### src/rtl/lr_pick_ctrl.sv
// lr_pick_ctrl
//   Frame-rate controller for the left/right pick sprite mover. It turns the
//   two HID keycode slots into a 3-bit direction code and a pick-mode enable.
//   A short tap moves the pick slowly. A sustained hold promotes it to fast
//   motion. The mode key toggles pick mode, and a cooldown debounces it.
//
//   Optional build macro: LRPICK_AUTOEXIT_EN
//     When defined, pick mode clears by itself after IDLE_FRAMES consecutive
//     frames without the move key.
//
// Ports
//   frame_clk  in   1  frame clock; all state updates on its rising edge
//   Reset      in   1  synchronous active-high reset
//   keycode0   in   8  first HID keycode slot (8'h00 = none)
//   keycode1   in   8  second HID keycode slot (8'h00 = none)
//   LRdir      out  3  3'b000 stop, 3'b001 slow move, 3'b010 fast move
//   pickMode   out  1  1 = pick active, 0 = pick parked
//
// FSM states
//   state   | meaning
//   IDLE    | no motion; move key released or pick mode off
//   SLOW    | move key held for fewer than HOLD_FRAMES frames
//   FAST    | move key held for at least HOLD_FRAMES frames

module lr_pick_ctrl #(
    parameter logic [7:0]  KEY_MOVE      = 8'h50,
    parameter logic [7:0]  KEY_MODE      = 8'h2C,
    parameter int unsigned HOLD_FRAMES   = 30,
    parameter int unsigned MODE_COOLDOWN = 15,
    parameter int unsigned IDLE_FRAMES   = 240
) (
    input  logic       frame_clk,
    input  logic       Reset,
    input  logic [7:0] keycode0,
    input  logic [7:0] keycode1,
    output logic [2:0] LRdir,
    output logic       pickMode
);

    typedef enum logic [1:0] {
        ST_IDLE = 2'd0,
        ST_SLOW = 2'd1,
        ST_FAST = 2'd2
    } state_t;

    localparam logic [7:0] HOLD_LAST = 8'(HOLD_FRAMES - 1);
    localparam logic [7:0] COOL_LOAD = 8'(MODE_COOLDOWN);

    state_t     state_q, state_d;
    logic [7:0] hold_q, hold_d;
    logic [7:0] cool_q, cool_d;
    logic       mode_prev_q, mode_prev_d;
    logic       pick_q, pick_d;
    logic [2:0] lrdir_q, lrdir_d;

    logic move_key;
    logic mode_key;
    logic toggle;
    logic auto_exit;

`ifdef LRPICK_AUTOEXIT_EN
    localparam logic [9:0] IDLE_LAST = 10'(IDLE_FRAMES - 1);
    logic [9:0] idle_q, idle_d;
`endif

    always_comb begin
        move_key    = (keycode0 == KEY_MOVE) | (keycode1 == KEY_MOVE);
        mode_key    = (keycode0 == KEY_MODE) | (keycode1 == KEY_MODE);
        mode_prev_d = mode_key;
        toggle      = mode_key & ~mode_prev_q & (cool_q == 8'd0);
        auto_exit   = 1'b0;

`ifdef LRPICK_AUTOEXIT_EN
        // A user toggle in the same frame takes precedence over auto-exit.
        auto_exit = pick_q & ~move_key & (idle_q == IDLE_LAST) & ~toggle;
        if (~pick_q | move_key | (idle_q == IDLE_LAST)) begin
            idle_d = 10'd0;
        end else begin
            idle_d = idle_q + 10'd1;
        end
`endif

        if (toggle) begin
            pick_d = ~pick_q;
        end else if (auto_exit) begin
            pick_d = 1'b0;
        end else begin
            pick_d = pick_q;
        end

        if (toggle | auto_exit) begin
            cool_d = COOL_LOAD;
        end else if (cool_q != 8'd0) begin
            cool_d = cool_q - 8'd1;
        end else begin
            cool_d = cool_q;
        end
    end

    // A pick mode that is off, or is turning off in this frame, forces IDLE.
    // A pick mode that is turning on this frame still sees pick_q = 0, so the
    // move key first takes effect on the following frame.
    always_comb begin
        state_d = state_q;
        hold_d  = hold_q;

        if (~pick_q | ~pick_d) begin
            state_d = ST_IDLE;
            hold_d  = 8'd0;
        end else begin
            unique case (state_q)
                ST_IDLE: begin
                    if (move_key) begin
                        state_d = ST_SLOW;
                        hold_d  = 8'd1;
                    end
                end
                ST_SLOW: begin
                    if (!move_key) begin
                        state_d = ST_IDLE;
                        hold_d  = 8'd0;
                    end else begin
                        // >= so that HOLD_FRAMES = 1 still spends one frame in SLOW.
                        if (hold_q >= HOLD_LAST) begin
                            state_d = ST_FAST;
                        end
                        if (hold_q != 8'hFF) begin
                            hold_d = hold_q + 8'd1;
                        end
                    end
                end
                ST_FAST: begin
                    if (!move_key) begin
                        state_d = ST_IDLE;
                        hold_d  = 8'd0;
                    end
                end
                default: begin
                    state_d = ST_IDLE;
                    hold_d  = 8'd0;
                end
            endcase
        end

        unique case (state_d)
            ST_SLOW: lrdir_d = 3'b001;
            ST_FAST: lrdir_d = 3'b010;
            default: lrdir_d = 3'b000;
        endcase
    end

    always_ff @(posedge frame_clk) begin
        if (Reset) begin
            state_q     <= ST_IDLE;
            hold_q      <= 8'd0;
            cool_q      <= 8'd0;
            mode_prev_q <= 1'b0;
            pick_q      <= 1'b0;
            lrdir_q     <= 3'b000;
`ifdef LRPICK_AUTOEXIT_EN
            idle_q      <= 10'd0;
`endif
        end else begin
            state_q     <= state_d;
            hold_q      <= hold_d;
            cool_q      <= cool_d;
            mode_prev_q <= mode_prev_d;
            pick_q      <= pick_d;
            lrdir_q     <= lrdir_d;
`ifdef LRPICK_AUTOEXIT_EN
            idle_q      <= idle_d;
`endif
        end
    end

    assign LRdir    = lrdir_q;
    assign pickMode = pick_q;

endmodule

### config.mk
export PLATFORM = sky130hd
export DESIGN_NAME = lr_pick_ctrl
export DESIGN_NICKNAME = d
export VERILOG_FILES = /design/src/rtl/lr_pick_ctrl.sv
export SDC_FILE = /design/constraint.sdc
export NUM_CORES = 1
export LEC_CHECK = 0
export CORE_MARGIN = 1
export CORE_UTILIZATION = 44
export DETAILED_ROUTE_END_ITERATION = 12
export PLACE_DENSITY = 0.78
export SYNTH_ARGS = -nofsm -noshare
export SYNTH_HDL_FRONTEND = slang
export SYNTH_SLANG_ARGS = --single-unit
### constraint.sdc
create_clock -name frame_clk -period 3.2 [get_ports frame_clk]
set_input_delay 0.64 -clock frame_clk [delete_from_list [all_inputs] [get_ports frame_clk]]
set_output_delay 0.64 -clock frame_clk [all_outputs]
set_load 0.05 [all_outputs]
==> results.sh <==
export IMPL_fillers=249
export IMPL_ir_worst_vdd_mv=0.433
export IMPL_cts_made_buffers=3
export IMPL_grt_max_degree=14
export IMPL_cts_tree="done"
export IMPL_final_area_sq_um=1610
export IMPL_die_w_um=57.0
export IMPL_port_buffers=20
export IMPL_syn_area_per_cell_sq_um=8.53
export IMPL_crit_path_max_fanout=7
export IMPL_worst_setup_path_start_kind="primary input"
export IMPL_clock_root_buffer="clkbuf_4"
export IMPL_cts_hold_buffers=0
export IMPL_initial_core_util_pct=47.4
export IMPL_reg2reg_from="cool_q[0]"
export IMPL_cp_arrival_ps=3110
export IMPL_drt_initial_drc_count=68
export IMPL_ant_nets=0
export IMPL_drtPass1Iterations=4
export IMPL_hpwl_um=2270
export IMPL_worstPathRequired_ps=3420
export IMPL_grt_pass1_wl_um=5000
export IMPL_synth_cells=156
export IMPL_status="completed"
export IMPL_worst_pin_slew_ps=532
export IMPL_via_per_inst=5.81
export IMPL_regToRegSetupSlack_ps=540
export IMPL_layout_min_cycle_time_ps=2890
export IMPL_end_kind="flip-flop"
export IMPL_fin_skew_ps=11.4
export IMPL_ys_warn_count=0
export IMPL_regArea_sq_um=440
export IMPL_cts_htree_levels=1
export IMPL_area_delta_synth_final_pct=21.1
export IMPL_die_h_um=57.0
export IMPL_cts_clk_slew_worst_paths_ps=130
export IMPL_place_area_sq_um=1560
export IMPL_grt_ovfl_total=0
export IMPL_whs_path_depth=2
export IMPL_postCtsSetupRepairBufs=0
export IMPL_clock_path_buffers=2
export IMPL_core_area_sq_um=2810
export IMPL_cp_startpoint="keycode0[1]"
export IMPL_clk_latency_ps=310
export IMPL_power_density_nw_per_um2=478
export IMPL_numClockSinks=22
export IMPL_synth_cell_types=51
export IMPL_wirelength_um=2900
export IMPL_fin_nets=202
export IMPL_globalplace_congestion=0.862
export IMPL_min_delay_path_class="reg -> reg"
export IMPL_reg2regPathDepth=11
export IMPL_min_to="cool_q[6]"
export IMPL_dieArea_sq_um=3250
export IMPL_routedWlPerCell_um=13.9
export IMPL_max_freq_ghz=0.346
export IMPL_io_pins=22
export IMPL_ys_seq_area_share_pct=33.1
export IMPL_slew_headroom_pct=64.2
export IMPL_async_flop_share_pct=0
export IMPL_reg2reg_to="hold_q[4]"
export IMPL_static_leakage_power_nw=0.570
export IMPL_period_share_pct=90.2
export IMPL_vias=1215
export IMPL_synth_edff_count=0
export IMPL_hold_violations=0
export IMPL_diodes=0
export IMPL_grt_setup_unrepaired="false"
export IMPL_drv_cap=0
export IMPL_setup_viol=0
export IMPL_final_layout_size_suffix_gt1_share_pct=10.1
export IMPL_ys_ff_latch=22
export IMPL_slew_violations=0
export IMPL_crit_type="in -> reg"
export IMPL_drc=0
export IMPL_mappedNetlistArea_sq_um=1330
export IMPL_ys_flop_type="dfxtp_1"
export IMPL_postCtsResizedCells=0
export IMPL_finalSetupTns_ps=0
export IMPL_multi_input_area_sq_um=833
export IMPL_syn_num_nets=179
export IMPL_hp_start="cool_q[6]"
export IMPL_antenna_found_initial=0
export IMPL_rows=19
export IMPL_grt_pass1_vias=1146
export IMPL_grtUsageTotal_pct=19.4
-- per-layer routing --
layer / global-route usage [%] / up-vias / part of all wire [%] / routed length [um]
li1: - / 624 / - / -
met2: 34.8 / 24 / 52 / 1500
met5: 0 / - / 0 / 0
met1: 23.3 / 563 / 44 / 1280
met4: 5.57 / 0 / 0.79 / 23
met3: 4.08 / 4 / 3.2 / 92
-- worst max path at each step --
| stage | cells past startpoint | end |
|---|---|---|
| after floorplan | 9 | hold_q[4] |
| after global placement | 10 | hold_q[4] |
| after detailed placement | 10 | hold_q[4] |
| after CTS | 10 | hold_q[4] |
| after global routing | 10 | hold_q[4] |
| final | 10 | hold_q[4] |
-- kinds of logic (layout without fill, tap and decap cells) --
group,Yosys count,count (layout),share of synthesized area (%)
mux,1,1,0.753
buf+inv,12,34,4.23
fa+ha+maj,5,5,4.70
compound gates,37,37,21.0
xor+xnor,3,3,1.98
simple gates,75,75,34.0
flops,22,22,33.1
other cells,1,1,0.282
-- registers in the layout (all words and copies together), names as in the netlist --
register	flops
cool_q	8
hold_q	8
LRdir	2
state_q	2
mode_prev_q	1
pickMode	1
-- Yosys cell counts (all sizes together), types with 3 or more instances --
master	count	area share (%)
and3	3	1.4
nor2	15	6.8
a21oi	6	2.3
or2	3	1.4
nor3	8	3.0
xnor2	3	2.0
ha	5	4.7
o211ai	7	5.4
dfxtp	22	33
inv	7	2.0
nand3	5	1.9
nand4	3	1.4
or3	7	3.3
or4	3	2.3
nand2	15	4.2
o21ai	7	2.6
-- placed cells by master, fill, tap and decap left out, types with 3 or more instances in the layout --
cell type         n
dfxtp_1          22
clkdlybuf4s50_1  20
nand2_1          15
nor2_1           11
nor3_1            8
or3_1             7
inv_1             6
a21oi_1           6
o211ai_1          5
nand3_1           5
ha_1              5
o21ai_0           4
or2_1             3
nand4_1           3
o21ai_1           3
and3_1            3
xnor2_1           3
clkbuf_4          3
-- critical path: stages --
cell,delay [ps]
clkdlybuf4s50_1,420
or3_1,370
nor3_1,260
o21bai_1,150
or2_1,250
ha_1,200
and2b_2,250
o211a_1,140
nor2_1,190
o2bb2a_1,240
-- through the flow --
step / cells / setup slack [ps] / hold WS (ps) / power [mW] / util [%]
finish: 209 / 314 / 470 / 0.770 / 57.4
floorplan: 156 / 635 / 436 / 0.504 / -
CTS: 209 / 343 / 475 / 0.774 / 57.4
detailed placement: 205 / 8.30 / 458 / 0.561 / 55.5
global route: 209 / 228 / 503 / 0.822 / 57.4
global placement: 205 / 91.9 / 447 / 0.550 / 55.5
-- report_power, final --
group	total [mW]	switching (mW)	internal (mW)
Combinational	0.214	0.107	0.108
Sequential	0.342	0.0349	0.307
Clock	0.214	0.0879	0.127
Total	0.770	0.229	0.541
-- cell type report --
cell class                 count  share of cell area [%]
clock buffer                   3                    1.40
clock inverter                 1                    1.86
inverter                       8                    1.86
multi-input combinational    122                    51.7
sequential                    22                    27.4
tap                           31                    2.41
timing repair buffer          22                    13.4
No activity file was read; power rests on OpenSTA's default activity.
